<file path="src/rtl/mdata_stripper.sv">
// Receive-side metadata stripper: peels the leading metadata beat off each
// ingress packet and steers the payload to channel 1 or 2 by metadata bit 0.
module mdata_stripper #(
    parameter int DW = 128
) (
    input  logic              clk,
    input  logic              reset,
    input  logic              md_enable,
    input  logic [DW-1:0]     axis_in_tdata,
    input  logic [DW/8-1:0]   axis_in_tkeep,
    input  logic              axis_in_tlast,
    input  logic              axis_in_tvalid,
    output logic              axis_in_tready,
    output logic [DW-1:0]     axis_out_md_tdata,
    output logic              axis_out_md_tvalid,
    input  logic              axis_out_md_tready,
    output logic [DW-1:0]     axis_out1_tdata,
    output logic [DW/8-1:0]   axis_out1_tkeep,
    output logic              axis_out1_tlast,
    output logic              axis_out1_tvalid,
    input  logic              axis_out1_tready,
    output logic [DW-1:0]     axis_out2_tdata,
    output logic [DW/8-1:0]   axis_out2_tkeep,
    output logic              axis_out2_tlast,
    output logic              axis_out2_tvalid,
    input  logic              axis_out2_tready,
    output logic [15:0]       pkt_count,
    output logic              hdr_only_err
);

    localparam int KW = DW / 8;

    typedef enum logic {
        S_HDR  = 1'b0,
        S_BODY = 1'b1
    } state_t;

    state_t        state_q;
    logic          sel_q;
    logic [15:0]   pkt_count_q;
    logic          hdr_only_err_q;

    logic [DW-1:0] md_tdata_q, md_tdata_d;
    logic          md_tvalid_q, md_tvalid_d;

    logic [DW-1:0] o1_tdata_q, o1_tdata_d;
    logic [KW-1:0] o1_tkeep_q, o1_tkeep_d;
    logic          o1_tlast_q, o1_tlast_d;
    logic          o1_tvalid_q, o1_tvalid_d;

    logic [DW-1:0] o2_tdata_q, o2_tdata_d;
    logic [KW-1:0] o2_tkeep_q, o2_tkeep_d;
    logic          o2_tlast_q, o2_tlast_d;
    logic          o2_tvalid_q, o2_tvalid_d;

    logic md_free, o1_free, o2_free;
    logic in_ready, accept;
    logic load_md, load_o1, load_o2;

    // A slot can take a new beat when empty or when it drains this same cycle.
    always_comb begin
        md_free  = !md_tvalid_q || axis_out_md_tready;
        o1_free  = !o1_tvalid_q || axis_out1_tready;
        o2_free  = !o2_tvalid_q || axis_out2_tready;
        // NOTE: every combinational output gets a default first so no latch is inferred.
        in_ready = 1'b0;
        case (state_q)
            S_HDR:   in_ready = md_enable ? md_free : o1_free;
            S_BODY:  in_ready = sel_q ? o2_free : o1_free;
            default: in_ready = 1'b0;
        endcase
    end

    assign axis_in_tready = in_ready && !reset;
    assign accept         = axis_in_tvalid && axis_in_tready;

    assign load_md = accept && (state_q == S_HDR) && md_enable;
    assign load_o1 = accept && (((state_q == S_HDR) && !md_enable) ||
                                ((state_q == S_BODY) && !sel_q));
    assign load_o2 = accept && (state_q == S_BODY) && sel_q;

    always_comb begin
        md_tvalid_d = md_tvalid_q;
        md_tdata_d  = md_tdata_q;
        if (load_md) begin
            md_tvalid_d = 1'b1;
            md_tdata_d  = axis_in_tdata;
        end else if (axis_out_md_tready) begin
            md_tvalid_d = 1'b0;
        end

        o1_tvalid_d = o1_tvalid_q;
        o1_tdata_d  = o1_tdata_q;
        o1_tkeep_d  = o1_tkeep_q;
        o1_tlast_d  = o1_tlast_q;
        if (load_o1) begin
            o1_tvalid_d = 1'b1;
            o1_tdata_d  = axis_in_tdata;
            o1_tkeep_d  = axis_in_tkeep;
            o1_tlast_d  = axis_in_tlast;
        end else if (axis_out1_tready) begin
            o1_tvalid_d = 1'b0;
        end

        o2_tvalid_d = o2_tvalid_q;
        o2_tdata_d  = o2_tdata_q;
        o2_tkeep_d  = o2_tkeep_q;
        o2_tlast_d  = o2_tlast_q;
        if (load_o2) begin
            o2_tvalid_d = 1'b1;
            o2_tdata_d  = axis_in_tdata;
            o2_tkeep_d  = axis_in_tkeep;
            o2_tlast_d  = axis_in_tlast;
        end else if (axis_out2_tready) begin
            o2_tvalid_d = 1'b0;
        end
    end

    // NOTE: state is updated with non-blocking assignments so every register samples pre-edge values.
    always_ff @(posedge clk or posedge reset) begin
        if (reset) begin
            md_tvalid_q <= 1'b0;
            md_tdata_q  <= '0;
            o1_tvalid_q <= 1'b0;
            o1_tdata_q  <= '0;
            o1_tkeep_q  <= '0;
            o1_tlast_q  <= 1'b0;
            o2_tvalid_q <= 1'b0;
            o2_tdata_q  <= '0;
            o2_tkeep_q  <= '0;
            o2_tlast_q  <= 1'b0;
        end else begin
            md_tvalid_q <= md_tvalid_d;
            md_tdata_q  <= md_tdata_d;
            o1_tvalid_q <= o1_tvalid_d;
            o1_tdata_q  <= o1_tdata_d;
            o1_tkeep_q  <= o1_tkeep_d;
            o1_tlast_q  <= o1_tlast_d;
            o2_tvalid_q <= o2_tvalid_d;
            o2_tdata_q  <= o2_tdata_d;
            o2_tkeep_q  <= o2_tkeep_d;
            o2_tlast_q  <= o2_tlast_d;
        end
    end

    // Packet framing: md_enable and the route are latched only on a header beat.
    always_ff @(posedge clk or posedge reset) begin
        if (reset) begin
            state_q        <= S_HDR;
            sel_q          <= 1'b0;
            pkt_count_q    <= 16'd0;
            hdr_only_err_q <= 1'b0;
        end else if (accept) begin
            if (axis_in_tlast) begin
                pkt_count_q <= pkt_count_q + 16'd1;
            end
            case (state_q)
                S_HDR: begin
                    sel_q <= md_enable && axis_in_tdata[0];
                    if (md_enable && axis_in_tlast) begin
                        hdr_only_err_q <= 1'b1;
                    end
                    state_q <= axis_in_tlast ? S_HDR : S_BODY;
                end
                S_BODY: begin
                    if (axis_in_tlast) begin
                        state_q <= S_HDR;
                    end
                end
                default: state_q <= S_HDR;
            endcase
        end
    end

    assign axis_out_md_tdata  = md_tdata_q;
    assign axis_out_md_tvalid = md_tvalid_q;

    assign axis_out1_tdata    = o1_tdata_q;
    assign axis_out1_tkeep    = o1_tkeep_q;
    assign axis_out1_tlast    = o1_tlast_q;
    assign axis_out1_tvalid   = o1_tvalid_q;

    assign axis_out2_tdata    = o2_tdata_q;
    assign axis_out2_tkeep    = o2_tkeep_q;
    assign axis_out2_tlast    = o2_tlast_q;
    assign axis_out2_tvalid   = o2_tvalid_q;

    assign pkt_count          = pkt_count_q;
    assign hdr_only_err       = hdr_only_err_q;

endmodule

</file>
<file path="config.mk">
export PLATFORM = sky130hd
export DESIGN_NAME = mdata_stripper
export DESIGN_NICKNAME = d
export VERILOG_FILES = /design/src/rtl/mdata_stripper.sv
export SDC_FILE = /design/constraint.sdc
export NUM_CORES = 1
export LEC_CHECK = 0
export CAP_MARGIN = 40
export CORE_AREA = 8 8 227 229
export DETAILED_ROUTE_END_ITERATION = 10
export DIE_AREA = 0 0 235 237
export PLACE_DENSITY = 0.68
export SETUP_SLACK_MARGIN = 0.4
export SYNTH_ARGS = -nofsm -noshare
export SYNTH_HDL_FRONTEND = slang
export SYNTH_SLANG_ARGS = --single-unit
export TNS_END_PERCENT = 30
</file>
<file path="constraint.sdc">
create_clock -name clk -period 17.7 [get_ports clk]
set_clock_uncertainty 0.05 [all_clocks]
set_input_delay 4.425 -clock clk [delete_from_list [all_inputs] [get_ports clk]]
set_output_delay 4.425 -clock clk [all_outputs]
set_load 0.02 [all_outputs]
</file>
[Word level (Yosys, flattened, before mapping)]
Index checks and enable logic that the tools add are counted.
Cells by class
  $add $sub $neg: 1
  multiply operators: 0
  div/mod/pow operators: 0
  $lt $le $gt $ge: 0
  eq/ne operators: 0
  shifts and indexed selects: 0
  muxes and demuxes: 10
  bitwise logic cells: 1
  reductions and logical operators: 27
Operators by type and width (number)
  adder 16 x 1 -> 16 bit (second input constant): 1
  logical AND 1 bit: 11
  two-way mux 1 bit: 9
  zero test 1 bit: 6
  nonzero test 2 bit: 3
  logical OR 1 bit: 4
  AND reduction 2 bit: 2
  AND reduction 3 bit: 1
  case mux 1 bit (2 select lines): 1
  inverter 1 bit: 1
Word-level totals
  flip-flop bits (word level): 440
  bits in latches: 0
  memory bits (writable): 0
  memory bits (read-only): 0
  input port bits: 152
  output and inout bits: 439
  logic and storage cells: 53
  memories kept: 0

[Logic depth before layout (Yosys ltp)]
Gate-level depths: netlist of run 1.
  depth after elaboration: 9
  gate-level depth with buffers: 7
  depth with buffers taken out: 5

[Worst setup path after synthesis of run 1]
Ideal clock, no wire load.
  path type: input to output
  start: in md_enable
  end: out axis_in_tready
  arrival: 5273 ps
  required time: 13225 ps
  setup slack: 7952 ps
  cell stages on the path: 3
  path buffers: 0
  cells stage by stage: mux2i_1 > o2bb2ai_1 > nor3_1
On the way
  cells in the longest elaborated chain, start to end: 3
Ends and longest elaborated chain
  from (decl): RTL line 8  | input logic md_enable,
  two-way mux 1 bit: RTL line 68  | S_HDR: in_ready = md_enable ? md_free : o1_free;
  case mux 1 bit (2 select lines): RTL line 67  | case (state_q)
  logical AND 1 bit: RTL line 74  | assign axis_in_tready = in_ready && !reset;
  to (decl): RTL line 13  | output logic axis_in_tready,
Every way passes these cells.

[Final worst setup path of run 1]
Ends and elaborated chain as after synthesis.

==> impl_metrics.json, run 1 <==
{
  "status": "completed",
  "cp_cell_sequence": "clkdlybuf4s50_1 -> mux2i_1 -> o2bb2ai_1 -> nor3_1 -> clkdlybuf4s50_1",
  "period_share_pct": 61.57,
  "combinationalPowerShare_pct": 42.5,
  "rsz0062_at_grt": "false",
  "cts_root_buf": "clkbuf_16",
  "hold_buffers": 0,
  "detailed_place_hpwl_um": 37860,
  "maxSlewViolCount": 0,
  "netlist_instances": 988,
  "powerDensity_nw_per_um2": 181.1,
  "drv_cap": 0,
  "ys_async_sr_fraction_pct": 100.0,
  "critPathSlowestCell": "clkdlybuf4s50_1",
  "die_w_um": 235,
  "setup_violations": 0,
  "ctsResizeCount": 0,
  "drive_above_1_share_pct": 31.57,
  "path_class": "in2out",
  "ir_worst_vdd_mv": 0.1242,
  "fp.coreArea_um2": 48140,
  "tightest_slew_ns": 0.8794,
  "cts_tree": "yes",
  "first_pass_iters": 4,
  "syn_area_per_cell_um2": 17.40,
  "vias": 10719,
  "dieArea_um2": 55700,
  "rows": 81,
  "nNetsFinal": 1754,
  "cp.depth": 5,
  "clock_sinks": 440,
  "synth-edff-count": 0,
  "cts_setup_buffers": 0,
  "worstPathMaxFanout": 10,
  "period_minus_slack_ns": 10.90,
  "arrival_ns": 6.42,
  "first_iter_violations": 374,
  "p_int_mw": 3.080,
  "avgViaCountPerCell": 4.728,
  "fin_area_um2": 25480,
  "synth_top_area_cell": "dfrtp_1",
  "ios": 591,
  "syn2layout_area_growth_pct": 48.25,
  "p_clk_share_pct": 22.6,
  "required_ns": 13.23,
  "sw_frac_of_total_pct": 33.24,
  "cp-start-kind": "primary input",
  "clock.fmax_ghz": 0.09176,
  "portBuffers": 590,
  "yosysWarnings": 0,
  "slew_headroom_pct": 41.37,
  "ys_types": 36,
  "hold_viol_final": 0,
  "crit_family": "buffers and inverters",
  "slowest_delay_ns": 0.59,
  "critPathBufInv": 2,
  "p_total_mw": 4.614,
  "grt_usage_pct": 17.73,
  "synth_nets": 1141,
  "r2r_cells": 6,
  "cts_buffers": 49,
  "htreeDepth": 2,
  "gp_congestion": 0.8364,
  "start_util_pct": 35.71,
  "power_frac_seq_pct": 34.9,
  "fp.dieH_um": 237,
  "antenna_found_initial": 5,
  "ys_seq_elements": 440,
  "grt_pass1_vias": 11795,
  "power_leakage_nw": 11.26,
  "synth_top_cell_area_share_pct": 64.06,
  "final.setup.tns_ns": 0,
  "synth-seq-area-share_pct": 64.06,
  "placed_cell_area_um2": 23790,
  "ys.flop_type": "dfrtp_1",
  "holdPathStages": 1,
  "overflow": 0,
  "grt_pass1_wl_um": 77000,
  "path_common_cell": "clkdlybuf4s50_1",
  "clkSlewWorstSetupHoldPaths_ns": 0.05,
  "synth.cell_area_um2": 17190,
  "cts_buffer_depth": 3,
  "synth_area_leaders": "dfrtp_1 (64%), mux2_2 (18%), mux2_4 (12%)",
  "endpoint_kind": "primary output",
  "wire_per_inst_um": 22.41,
  "switchingPower_mw": 1.534,
  "hold_class": "reg2reg",
  "grt_max_degree": 118,
  "clock_latency_ns": 0.56,
  "routed_wl_um": 50800,
  "postRouteAntennaNets": 0,
  "drc": 0
}
-- power groups by stage --
stage / Combinational (mW) / Sequential, mW / Clock (mW)
3_3_place_gp: 1.96 / 1.60 / 0
2_1_floorplan: 0.495 / 2.07 / 0
5_1_grt: 2.05 / 1.66 / 1.12
6_report: 1.96 / 1.61 / 1.04
4_1_cts: 1.99 / 1.61 / 1.07
3_5_place_dp: 1.99 / 1.62 / 0
-- area by class of cell --
class	instances	area [µm²]
Antenna cell	4	10.01
Sequential cell	440	11010
Timing Repair Buffer	610	6228
Fill cell	3946	22660
Clock inverter	16	224.0
Tap cell	622	778.2
Clock buffer	75	1456
Multi-Input combinational cell	495	5748
Inverter	5	26.28
-- kinds of logic (layout without fill, tap and decap cells) --
logic type / after synthesis / in the layout / share of synthesized area (%)
AOI/OAI and AO/OA: 8 / 8 / 0.3276
xor gates and xnor gates: 15 / 15 / 0.7643
adders and majority gates: 1 / 1 / 0.07278
buffers and inverters: 53 / 706 / 2.577
DFF: 440 / 440 / 64.06
muxes: 419 / 419 / 30.48
other: 0 / 4 / 0
and+or+nand+nor: 52 / 52 / 1.725
-- placed cells by master, fill, tap and decap left out, types with 7 or more instances in the layout --
master,instances
buf_16,8
nand4_1,7
mux2_2,279
clkbuf_1,15
nand3_1,8
xnor2_1,7
nor3_1,8
clkdlybuf4s50_1,590
dfrtp_1,440
clkbuf_16,51
mux2_4,139
clkbuf_8,9
nand2_1,7
xor2_1,8
buf_4,11
-- routing by layer --
metal | share of wire (%) | wire (µm) | track usage (%)
met1 | 39 | 19920 | 20.59
met2 | 49 | 24660 | 29.15
met3 | 9.7 | 4946 | 7.777
met4 | 2.5 | 1263 | 6.028
met5 | 0.026 | 13 | 0
-- final timing paths --
path                                               start                                end  slack (ns)
min in group asynchronous                          reset           pkt_count[1]$_DFFE_PP0P_        4.18
worst max-delay path                           md_enable                     axis_in_tready        6.80
max in group asynchronous                          reset  axis_out_md_tdata[58]$_DFFE_PP0P_       11.43
worst min register to register  hdr_only_err$_DFFE_PP0P_           hdr_only_err$_DFFE_PP0P_        0.44
worst min-delay path            hdr_only_err$_DFFE_PP0P_           hdr_only_err$_DFFE_PP0P_        0.44
worst max register to register       state_q$_DFFE_PP0N_    axis_out2_tdata[70]$_DFFE_PP0P_       14.05
-- per-stage QoR --
step / setup slack (ns) / hold slack, ns / utilization [%] / std cells
detailed placement: 6.840 / 0.4265 / 49.42 / 2172
floorplan: 0.9665 / 0.4641 / - / 988
CTS: 6.826 / 0.4343 / 52.91 / 2263
global route: 6.692 / 0.4401 / 52.93 / 2266
global placement: 6.843 / 0.4104 / 48.92 / 2163
finish: 6.802 / 0.4391 / 52.93 / 2267
-- state kept, by name, summed over array words and instances (netlist names) --
| name | count |
|---|---|
| axis_out1_tdata | 128 |
| axis_out1_tkeep | 16 |
| axis_out1_tlast | 1 |
| axis_out1_tvalid | 1 |
| axis_out2_tdata | 128 |
| axis_out2_tkeep | 16 |
| axis_out2_tlast | 1 |
| axis_out2_tvalid | 1 |
| axis_out_md_tdata | 128 |
| axis_out_md_tvalid | 1 |
| hdr_only_err | 1 |
| pkt_count | 16 |
| sel_q | 1 |
| state_q | 1 |
-- Yosys cell counts (3+ instances only) --
library cell / instances
dfrtp_1: 440
xor2_1: 8
nand2_1: 7
nor3_1: 8
clkbuf_1: 11
xnor2_1: 7
buf_1: 4
buf_2: 16
mux2_4: 139
buf_6: 6
buf_12: 11
nand4_1: 7
nand3_1: 9
mux2_2: 279
inv_1: 5
nand2b_1: 3
nor2_1: 4
nor4_1: 3
Note: power is estimated with default switching activity, not from simulation.
==> run 2: changes to the inputs <==
clock period = 9.09 ns   (was 17.7 ns; I/O delays follow)
==> run 2 against run 1 <==
Against the previous run:
- first-iteration DRC count rose by 20%
- via count shrank 0.48%
- non-clock buffer count down 3
- register-to-register slack lost 7.9 ns
- sequential power increased by 94%
- combinational power is 95% higher
- sequential share of layout area rose by 0.22 points
- core utilization down 0.27 points
- critical path type unchanged
- largest power group unchanged
==> impl_metrics.json, run 2 (synthesized netlist as in run 1, its figures left out) <==
{
  "htreeDepth": 2,
  "first_iter_violations": 447,
  "setup_violations": 0,
  "path_common_cell": "clkdlybuf4s50_1",
  "clock.fmax_ghz": 0.1521,
  "antenna_found_initial": 6,
  "critPathSlowestCell": "clkdlybuf4s50_1",
  "detailed_place_hpwl_um": 36970,
  "clkSlewWorstSetupHoldPaths_ns": 0.06,
  "clock_sinks": 440,
  "layout_commonest_cell": "clkdlybuf4s50_1",
  "worstPathMaxFanout": 10,
  "wire_per_inst_um": 22.36,
  "top_usage_layer": "met2",
  "nFillCells": 3970,
  "nNetsFinal": 1750,
  "vias": 10668,
  "power_leakage_nw": 11.20,
  "routed_wl_um": 50410,
  "cts_buffers": 48,
  "ir_worst_vdd_mv": 0.2287,
  "hold_viol_final": 0,
  "tightest_slew_ns": 1.027,
  "hold_buffers": 0,
  "status": "completed",
  "cp_cell_sequence": "clkdlybuf4s50_1 -> mux2i_1 -> o2bb2ai_1 -> nor3_1 -> clkdlybuf4s50_1",
  "drive_above_1_share_pct": 31.39,
  "arrival_ns": 4.25,
  "grt_pass1_vias": 11950,
  "drv_cap": 0,
  "final_cell_mix": "clkdlybuf4s50_1 (590), dfrtp_1 (440), mux2_2 (279), mux2_4 (139), clkbuf_16 (49)",
  "overflow": 0,
  "slowest_delay_ns": 0.59,
  "rows": 81,
  "maxSlewViolCount": 0,
  "cts_buffer_depth": 3,
  "path_class": "in2out",
  "gp_congestion": 0.8087,
  "fin_area_um2": 25350,
  "drc": 0,
  "clock_latency_ns": 0.57,
  "avgViaCountPerCell": 4.731,
  "cp-start-kind": "primary input",
  "ios": 591,
  "final.setup.tns_ns": 0,
  "cts_tree": "yes",
  "grt_pass1_wl_um": 77420,
  "cts_setup_buffers": 0,
  "slew_headroom_pct": 31.55,
  "endpoint_kind": "primary output",
  "fp.coreArea_um2": 48140,
  "placed_cell_area_um2": 23750,
  "fp.dieH_um": 237,
  "use_met2_pct": 30.12,
  "postRouteAntennaNets": 0,
  "first_pass_iters": 4,
  "grt_util_met1_pct": 20.08,
  "grt_max_degree": 167,
  "syn2layout_area_growth_pct": 47.50,
  "cts_root_buf": "clkbuf_16",
  "period_minus_slack_ns": 6.574,
  "portBuffers": 590,
  "rsz0062_at_grt": "false",
  "required_ns": 6.77,
  "hold_class": "reg2reg",
  "start_util_pct": 35.71,
  "powerDensity_nw_per_um2": 351.4,
  "period_share_pct": 72.32,
  "grtUsageMet3_pct": 7.754,
  "dieArea_um2": 55700,
  "die_w_um": 235,
  "grt_usage_pct": 17.76,
  "ctsResizeCount": 0
}
==> run 2: changes by cell type in the layout (fill, tap and decap cells not counted), moves of 2 or more <==
| cell | delta |
|---|---|
| buf_12 | +2 |
| buf_16 | -2 |
| clkbuf_8 | +3 |
| clkbuf_16 | -2 |
| buf_4 | -3 |
| clkbuf_1 | -6 |
==> run 2: per-stage QoR <==
step / worst slack, ns / std cells / power [mW] / hold WS (ns) / util (%)
6_report: 2.516 / 2255 / 8.909 / 0.4273 / 52.67
5_1_grt: 2.410 / 2252 / 9.327 / 0.4487 / 52.65
4_1_cts: 2.544 / 2250 / 9.036 / 0.4303 / 52.64
3_5_place_dp: 2.555 / 2169 / 7.020 / 0.4206 / 49.34
3_3_place_gp: 2.574 / 2163 / 6.942 / 0.4121 / 48.99
2_1_floorplan: 0.8223 / 988 / 4.997 / 0.4641 / -
==> run 2: layout make-up <==
class | count | area, µm² | area share (%)
Antenna cell | 5 | 12.51 | 0.04935
Clock buffer | 70 | 1425 | 5.621
Clock inverter | 11 | 165.2 | 0.6514
Inverter | 5 | 22.52 | 0.08883
Multi-Input combinational cell | 495 | 5748 | 22.67
Sequential cell | 440 | 11010 | 43.43
Tap cell | 622 | 778.2 | 3.070
Timing Repair Buffer | 607 | 6191 | 24.42
==> run 2: path summary, 6_finish.rpt <==
| path | from | end | slack, ns | cells after the start |
|---|---|---|---|---|
| min in group asynchronous | reset | axis_out_md_tdata[123]$_DFFE_PP0P_ | 2.12 | 2 |
| worst max-delay path | md_enable | axis_in_tready | 2.52 | 5 |
| max in group asynchronous | reset | axis_out_md_tdata[44]$_DFFE_PP0P_ | 5.50 | 3 |
| worst min register to register | pkt_count[15]$_DFFE_PP0P_ | pkt_count[15]$_DFFE_PP0P_ | 0.43 | 1 |
| worst max register to register | state_q$_DFFE_PP0N_ | axis_out_md_tdata[54]$_DFFE_PP0P_ | 6.20 | 7 |
| worst min-delay path | pkt_count[15]$_DFFE_PP0P_ | pkt_count[15]$_DFFE_PP0P_ | 0.43 | 1 |
==> run 2: critical path: cells and delay by family <==
| kind | cells | cell delay [ns] |
|---|---|---|
| buffers and inverters | 2 | 1.05 |
| AO/OA/AOI/OAI | 1 | 0.43 |
| multiplexers | 1 | 0.40 |
| AND/OR/NAND/NOR | 1 | 0.11 |
==> run 2: report_power, final <==
| group | internal, mW | switching [mW] | total (mW) |
|---|---|---|---|
| Sequential | 2.71 | 0.421 | 3.13 |
| Clock | 1.19 | 0.768 | 1.96 |
| Combinational | 2.04 | 1.78 | 3.82 |
==> run 2: metal layers <==
metal | wire, µm | vias to the layer above | part of all wire, %
li1 | - | 4720 | -
met1 | 19480 | 5452 | 39
met2 | 24820 | 416 | 49
met3 | 4686 | 78 | 9.3
met4 | 1415 | 2 | 2.8
met5 | 11 | - | 0.022
